## src/rtl/mem_arbiter_if.sv

```systemverilog
// Two-requester data-memory bus: CPU MEM stage (m0), loader/DMA (m1), and the memory port.
// The arbiter connects through 'slave'. Requesters and the memory model connect through 'master'.
interface mem_arbiter_if;
  logic        m0_req,   m1_req;
  logic        m0_wr,    m1_wr;
  logic [31:0] m0_addr,  m1_addr;
  logic [31:0] m0_wdata, m1_wdata;
  logic        m0_gnt,   m1_gnt;
  logic [31:0] m0_rdata, m1_rdata;
  logic        m0_rvalid, m1_rvalid;
  logic        mem_rd,   mem_wr;
  logic [31:0] mem_addr, mem_wdata;
  logic [31:0] mem_rdata;

  modport slave (
    input  m0_req, m1_req, m0_wr, m1_wr, m0_addr, m1_addr, m0_wdata, m1_wdata, mem_rdata,
    output m0_gnt, m1_gnt, m0_rdata, m1_rdata, m0_rvalid, m1_rvalid,
           mem_rd, mem_wr, mem_addr, mem_wdata
  );

  modport master (
    output m0_req, m1_req, m0_wr, m1_wr, m0_addr, m1_addr, m0_wdata, m1_wdata, mem_rdata,
    input  m0_gnt, m1_gnt, m0_rdata, m1_rdata, m0_rvalid, m1_rvalid,
           mem_rd, mem_wr, mem_addr, mem_wdata
  );
endinterface

```

## src/rtl/mem_arbiter.sv

```systemverilog
// Two-port data-memory arbiter. m0 has fixed priority, and m1 is forced through after MAX_WAIT denied cycles.
// Grant in cycle N, memory access in N+1, read data valid in N+2. One access per cycle.
module mem_arbiter #(
  parameter int unsigned MAX_WAIT = 4
) (
  input  logic          clk,
  input  logic          reset,
  mem_arbiter_if.slave  bus
);

  localparam logic [2:0] MAX_WAIT_C = 3'(MAX_WAIT);

  typedef enum logic [1:0] {
    IDLE = 2'd0,
    ACC0 = 2'd1,
    ACC1 = 2'd2
  } state_t;

  state_t      state_q, state_d;
  logic [2:0]  wait_cnt;
  logic        lat_wr;
  logic [31:0] lat_addr, lat_wdata;
  logic        gnt0, gnt1;
  logic        m1_pri;
  logic        rd_rd, rd_wr;
  logic [31:0] rd_addr, rd_wdata;
  logic        rvalid0, rvalid1;
  logic [31:0] rdata0, rdata1;

  assign m1_pri = bus.m1_req && (wait_cnt >= MAX_WAIT_C);

  always_comb begin
    state_d  = IDLE;
    gnt0     = 1'b0;
    gnt1     = 1'b0;
    rd_rd    = 1'b0;
    rd_wr    = 1'b0;
    rd_addr  = '0;
    rd_wdata = '0;
    if (!reset) begin
      if (m1_pri)          gnt1 = 1'b1;
      else if (bus.m0_req) gnt0 = 1'b1;
      else if (bus.m1_req) gnt1 = 1'b1;

      if (gnt0)      state_d = ACC0;
      else if (gnt1) state_d = ACC1;

      // The state names the owner of this cycle's memory access, and the latch holds its command.
      if (state_q != IDLE) begin
        rd_rd    = ~lat_wr;
        rd_wr    = lat_wr;
        rd_addr  = lat_addr;
        rd_wdata = lat_wdata;
      end
    end
  end

  always_ff @(posedge clk) begin
    if (reset) state_q <= IDLE;
    else       state_q <= state_d;
  end

  always_ff @(posedge clk) begin
    if (reset) begin
      lat_wr    <= 1'b0;
      lat_addr  <= '0;
      lat_wdata <= '0;
    end else if (gnt0) begin
      lat_wr    <= bus.m0_wr;
      lat_addr  <= bus.m0_addr;
      lat_wdata <= bus.m0_wdata;
    end else if (gnt1) begin
      lat_wr    <= bus.m1_wr;
      lat_addr  <= bus.m1_addr;
      lat_wdata <= bus.m1_wdata;
    end
  end

  // Counts consecutive denied cycles of m1. A withdrawn request or a grant starts it over.
  always_ff @(posedge clk) begin
    if (reset || !bus.m1_req || gnt1) wait_cnt <= '0;
    else if (wait_cnt != 3'd7)        wait_cnt <= wait_cnt + 3'd1;
  end

  always_ff @(posedge clk) begin
    if (reset) begin
      rvalid0 <= 1'b0;
      rvalid1 <= 1'b0;
      rdata0  <= '0;
      rdata1  <= '0;
    end else begin
      rvalid0 <= (state_q == ACC0) && !lat_wr;
      rvalid1 <= (state_q == ACC1) && !lat_wr;
      if ((state_q == ACC0) && !lat_wr) rdata0 <= bus.mem_rdata;
      if ((state_q == ACC1) && !lat_wr) rdata1 <= bus.mem_rdata;
    end
  end

  assign bus.m0_gnt    = gnt0;
  assign bus.m1_gnt    = gnt1;
  assign bus.mem_rd    = rd_rd;
  assign bus.mem_wr    = rd_wr;
  assign bus.mem_addr  = rd_addr;
  assign bus.mem_wdata = rd_wdata;
  assign bus.m0_rvalid = rvalid0;
  assign bus.m1_rvalid = rvalid1;
  assign bus.m0_rdata  = rdata0;
  assign bus.m1_rdata  = rdata1;

endmodule

```

## src/flat_wrapper.sv

```systemverilog
// flat-port wrapper written by rule: the top's interface ports become plain ports
module mem_arbiter_flat 
#(
  parameter int unsigned MAX_WAIT = 4
)
  (clk, reset, bus_m0_req, bus_m1_req, bus_m0_wr, bus_m1_wr, bus_m0_addr, bus_m1_addr, bus_m0_wdata, bus_m1_wdata, bus_mem_rdata, bus_m0_gnt, bus_m1_gnt, bus_m0_rdata, bus_m1_rdata, bus_m0_rvalid, bus_m1_rvalid, bus_mem_rd, bus_mem_wr, bus_mem_addr, bus_mem_wdata);
  mem_arbiter_if bus_i ();
  input  logic clk;
  input  logic reset;
  input wire logic [$bits(bus_i.m0_req)-1:0] bus_m0_req;
  input wire logic [$bits(bus_i.m1_req)-1:0] bus_m1_req;
  input wire logic [$bits(bus_i.m0_wr)-1:0] bus_m0_wr;
  input wire logic [$bits(bus_i.m1_wr)-1:0] bus_m1_wr;
  input wire logic [$bits(bus_i.m0_addr)-1:0] bus_m0_addr;
  input wire logic [$bits(bus_i.m1_addr)-1:0] bus_m1_addr;
  input wire logic [$bits(bus_i.m0_wdata)-1:0] bus_m0_wdata;
  input wire logic [$bits(bus_i.m1_wdata)-1:0] bus_m1_wdata;
  input wire logic [$bits(bus_i.mem_rdata)-1:0] bus_mem_rdata;
  output wire logic [$bits(bus_i.m0_gnt)-1:0] bus_m0_gnt;
  output wire logic [$bits(bus_i.m1_gnt)-1:0] bus_m1_gnt;
  output wire logic [$bits(bus_i.m0_rdata)-1:0] bus_m0_rdata;
  output wire logic [$bits(bus_i.m1_rdata)-1:0] bus_m1_rdata;
  output wire logic [$bits(bus_i.m0_rvalid)-1:0] bus_m0_rvalid;
  output wire logic [$bits(bus_i.m1_rvalid)-1:0] bus_m1_rvalid;
  output wire logic [$bits(bus_i.mem_rd)-1:0] bus_mem_rd;
  output wire logic [$bits(bus_i.mem_wr)-1:0] bus_mem_wr;
  output wire logic [$bits(bus_i.mem_addr)-1:0] bus_mem_addr;
  output wire logic [$bits(bus_i.mem_wdata)-1:0] bus_mem_wdata;
  assign bus_i.m0_req = bus_m0_req;
  assign bus_i.m1_req = bus_m1_req;
  assign bus_i.m0_wr = bus_m0_wr;
  assign bus_i.m1_wr = bus_m1_wr;
  assign bus_i.m0_addr = bus_m0_addr;
  assign bus_i.m1_addr = bus_m1_addr;
  assign bus_i.m0_wdata = bus_m0_wdata;
  assign bus_i.m1_wdata = bus_m1_wdata;
  assign bus_i.mem_rdata = bus_mem_rdata;
  assign bus_m0_gnt = bus_i.m0_gnt;
  assign bus_m1_gnt = bus_i.m1_gnt;
  assign bus_m0_rdata = bus_i.m0_rdata;
  assign bus_m1_rdata = bus_i.m1_rdata;
  assign bus_m0_rvalid = bus_i.m0_rvalid;
  assign bus_m1_rvalid = bus_i.m1_rvalid;
  assign bus_mem_rd = bus_i.mem_rd;
  assign bus_mem_wr = bus_i.mem_wr;
  assign bus_mem_addr = bus_i.mem_addr;
  assign bus_mem_wdata = bus_i.mem_wdata;
  mem_arbiter #(.MAX_WAIT(MAX_WAIT)) u_core (.clk(clk), .reset(reset), .bus(bus_i));
endmodule
```

## config.mk

```make
export PLATFORM = sky130hd
export DESIGN_NAME = mem_arbiter_flat
export DESIGN_NICKNAME = d
export VERILOG_FILES = /design/src/rtl/mem_arbiter_if.sv /design/src/rtl/mem_arbiter.sv /design/src/flat_wrapper.sv
export SDC_FILE = /design/constraint.sdc
export NUM_CORES = 1
export LEC_CHECK = 0
export BUFFER_PORTS_ARGS = -buffer_cell sky130_fd_sc_hd__buf_2
export CORE_MARGIN = 3
export CORE_UTILIZATION = 41
export CTS_BUF_LIST = sky130_fd_sc_hd__clkbuf_8
export CTS_CLUSTER_DIAMETER = 50
export DETAILED_ROUTE_END_ITERATION = 16
export HOLD_SLACK_MARGIN = 0.1
export PLACE_DENSITY = 0.78
export SYNTH_ARGS = -nofsm -noshare
export SYNTH_HDL_FRONTEND = slang
export SYNTH_SLANG_ARGS = --single-unit
```

## constraint.sdc

```tcl
create_clock -name clk -period 1.7 [get_ports clk]
set_input_delay 0.085 -clock clk [delete_from_list [all_inputs] [get_ports clk]]
set_output_delay 0.085 -clock clk [all_outputs]
set_load 0.02 [all_outputs]
```

# Yosys cells after proc, flatten, opt, wreduce, memory -nomap -nowiden
# Index checks and enable logic that the tools add are counted.
# Widths: inputs -> output; s select.
# word_totals
regBits	136
in_bits	166
elab_cells	51
# classes
n_reduce_logical	10
mux	25
n_bitwise	1
eq_ne	3
add_sub_neg	1
magnitude_cmp	1
# ops
cell	count
$mux 32	8
$mux 1	16
$reduce_bool 2->1	2
$add 3x1->3 const B	1
$ge 3x3->1 const B	1
$logic_and 1x1->1	3
$ne 3x3->1 const B	1
$eq 2x1->1 const B	1
$eq 2x2->1 const B	1
$logic_not 1->1	2
$logic_or 1x1->1	2
$mux 2	1
$reduce_or 2->1	1
$not 1->1	1

# Depth between registers and ports, before layout
# depth
word_depth	7
ltp_mapped	6
depth_no_buf	4

# Worst setup path after synthesis
# Ideal clock, no wire load.
# synth_path
kind	reg2reg
from	reg u_core.lat_wr
to	reg u_core.rdata1[12], in the netlist u_core.bus.m1_rdata[12]
stages_incl_launch_ff	7
arrival_time_ps	1190
path_slack_ps	378
required_time_ps	1567
cell_sequence	dfxtp_1 -> buf_2 -> or3b_1 -> clkbuf_1 -> buf_2 -> nand2_1 -> a21oi_1
# synth_between
elab_chain_cells	2
# synth_rtl
item	line_no	source
from (decl)	mem_arbiter.sv:21	logic lat_wr;
from (signal assigned)	mem_arbiter.sv:69	lat_wr <= bus.m0_wr;
from (signal assigned)	mem_arbiter.sv:73	lat_wr <= bus.m1_wr;
$logic_not 1->1	mem_arbiter.sv:95	if ((state_q == ACC1) && !lat_wr) rdata1 <= bus.mem_rdata;
$logic_and 1x1->1	mem_arbiter.sv:95	
to (signal assigned)	mem_arbiter.sv:95	
to (decl)	mem_arbiter.sv:28	logic [31:0] rdata0, rdata1;
# No other way between the ends.
# A chain may end at the register's enable or synchronous reset.

# Worst setup path in the final report
# layout_path
from	reg u_core.state_q[0]
to	out bus_mem_wdata[0]
# layout_between
elab_chain_cells	3
# layout_rtl
item	line_no	source
from (decl)	mem_arbiter.sv:19	state_t state_q, state_d;
from (signal assigned)	mem_arbiter.sv:60	else state_q <= state_d;
$reduce_bool 2->1	mem_arbiter.sv:49	if (state_q != IDLE) begin
$mux 32	mem_arbiter.sv:49	
$mux 32	mem_arbiter.sv:40	if (!reset) begin
to (decl)	flat_wrapper.sv:28	output wire logic [$bits(bus_i.mem_wdata)-1:0] bus_mem_wdata;
# No other way between the ends.

==> metrics.yaml <==
async_flop_share_pct: 0
io_buffers: 299
dieArea_um2: 16600
clock_latency_ps: 440
syn2layout_area_growth_pct: 73.2
worst_pin_slew_ps: 638
hold_viol: 0
clkTransAtPathRegs_ps: 80
relSlewSlack_pct: 56.4
synth_edf_count: 0
crit_type: "reg -> out"
ys_seq_area_share_pct: 44.0
rows: 44
pin_count: 300
die_w_um: 129
syn_area_um2: 6190
crit_fanout: 22
rsz0062_at_grt: "yes"
fin_cells: 1324
worstPathArrival_ps: 1590
ys_ff_latch: 136
viasPerCell: 5.82
multiInputGateArea_um2: 3020
ff2ff_path_depth: 4
drc: 0
synthFlopType: "dfxtp_1"
startpoint_type: "register"
status: "complete, no violations"
cts_tree: "built"
finalMaxSlewViolations: 0
grtUsageMet3_pct: 9.92
layout-drive-gt1-share_pct: 41.9
regArea_um2: 2730
worst_slack_ps: 27.4
grt_first_pass_wirelength_um: 39800
place_inst: 1128
ys_types: 29
overflow: 0
drt_iter0_markers: 752
post-route-min-period_ps: 1670
place_worst_setup_slack_ps: 154
finalSetupViolations: 0
grtUsageMet2_pct: 49.5
clock_skew_ps: 9.07
maxCapViolations: 0
endpoint_kind: "primary output"
whs_path_depth: 4
fp.coreArea_um2: 14600
finalCritPeriodShare_pct: 98.4
fp.dieH_um: 129
grt.busiest_layer: "met2"
nFillCells: 914
critPathRequiredTime_ps: 1620
hp-class: "in -> reg"
place_congestion: 0.843
cts-buffers-inserted: 17
h-tree-depth: 4
cts.sinks: 136
finalWirelength_um: 27900
yosys_warnings: 0
syn-num-nets: 855
antenna_found_initial: 3
clockRootBuffer: "clkbuf_8"
start_util_pct: 42.3
ir_drop_v: 0.000457
num_vias: 7703
leakagePower_nw: 4.87
finish.net_count: 1291
grt_usage_pct: 30.2
cts_buffer_depth: 2
wl_per_cell_um: 21.0
met1_usage_pct: 33.5
power.density_nw_per_um2: 784
grt_max_degree: 60
postSynthCellCount: 687
syn_area_per_cell_um2: 9.01
antenna_left: 0
grt_pass1_vias: 7729
fmax_ghz: 0.598
first_pass_iters: 5
dp.final_hpwl_um: 13700
==> layout by cell type (no fill, tap or decap), types with 4 or more instances in the layout <==
| cell | count |
|---|---|
| dfxtp_1 | 134 |
| a21oi_1 | 64 |
| buf_12 | 17 |
| a2111oi_1 | 10 |
| buf_6 | 66 |
| a221o_1 | 65 |
| and2_4 | 62 |
| nand2_1 | 128 |
| a2111oi_2 | 27 |
| buf_2 | 234 |
| bufinv_16 | 6 |
| diode_2 | 4 |
| dlygate4sd3_1 | 146 |
| buf_4 | 22 |
| a2111oi_0 | 27 |
| inv_1 | 66 |
| clkbuf_8 | 20 |
==> cell usage after synthesis, types with 2 or more instances <==
cell,instances,area share (%)
a2111oi_0,27,3.8
a2111oi_1,10,1.6
a2111oi_2,27,6.5
a21oi_1,64,5.2
a221o_1,65,11
and2_1,65,6.6
buf_2,31,2.5
buf_4,7,0.85
buf_6,8,1.5
clkbuf_1,24,1.5
dfxtp_1,136,44
ha_1,2,0.40
inv_1,65,3.9
inv_2,3,0.18
mux2i_1,2,0.32
nand2_1,128,7.8
nor2_1,5,0.30
nor3_1,4,0.32
nor3b_2,2,0.40
nor4b_1,2,0.28
or3b_1,2,0.28
==> worst max-delay path, stage by stage (launching register included) <==
cell     delay (ps)
dfxtp_4         350
nor2_4          130
nor2_4           60
buf_12          150
buf_12          150
and2_4          180
buf_6           130
==> layout make-up <==
cell class	count	share of cell area [%]
inverter	68	2.38
tap	184	2.15
clock inverter	12	2.05
multi-input combinational	411	28.1
clock buffer	20	2.57
sequential	136	25.5
timing repair buffer	489	37.2
antenna	4	0.0933
==> through the flow <==
stage | total power [mW] | hold slack, ps | area (um2) | setup TNS, ps | utilization, %
global route | 8.66 | 112 | 10700 | -939 | 73.2
floorplan | 4.10 | 183 | 6190 | 0 | -
detailed placement | 4.59 | 311 | 7960 | 0 | 54.3
global placement | 4.57 | 308 | 7960 | 0 | 54.3
CTS | 8.25 | 101 | 10400 | -330 | 71.3
finish | 8.41 | 143 | 10700 | 0 | 73.2
==> power breakdown <==
part	internal, mW	switching [mW]
Sequential	3.36	0.131
Clock	2.01	1.31
Combinational	0.810	0.781
Total	6.18	2.22
==> registers in the layout, summed over array words and instances (netlist names) <==
register / count
u_core.bus.m0_rvalid: 1
u_core.bus.m1_rvalid: 1
u_core.bus.m1_rdata: 32
u_core.state_q: 2
u_core.lat_wr: 1
u_core.bus.m0_rdata: 32
u_core.lat_addr: 32
u_core.lat_wdata: 32
u_core.wait_cnt: 3
==> metal layers <==
layer	vias to the layer above	wire (um)
li1	3315	-
met1	3567	9730
met2	651	13300
met3	170	2960
met4	0	1860
met5	-	0
==> cell families (layout without fill, tap and decap cells) <==
kind of cell / after synthesis / after routing / synth area share [%]
DFF: 136 / 136 / 44.0
and+or+nand+nor: 210 / 210 / 16.2
adders and majority gates: 2 / 2 / 0.404
xor gates and xnor gates: 1 / 1 / 0.142
buffers and inverters: 140 / 589 / 10.5
other: 0 / 4 / 0
AOI/OAI and AO/OA: 196 / 196 / 28.4
muxes: 2 / 2 / 0.323
==> path summary, 6_finish.rpt <==
kind,slack [ps],end,start
max reg2reg,90,u_core.lat_addr[2],u_core.wait_cnt[2]
min,140,u_core.lat_addr[6],bus_m1_addr[6]
min reg2reg,450,u_core.bus.m1_rdata[12],u_core.bus.m1_rdata[12]
max,30,bus_mem_wdata[0],u_core.state_q[0]
==> what timing repair did <==
action                                  4_1_cts  5_1_grt
pin swaps                                     3       19
endpoints found under the setup margin       66       65
cloned                                        3        3
gates resized for setup                     118       84
endpoints found under the hold margin       133        0
buffers inserted                              7        2
hold buffers                                146        0
Power figures use the tool's default switching activity.
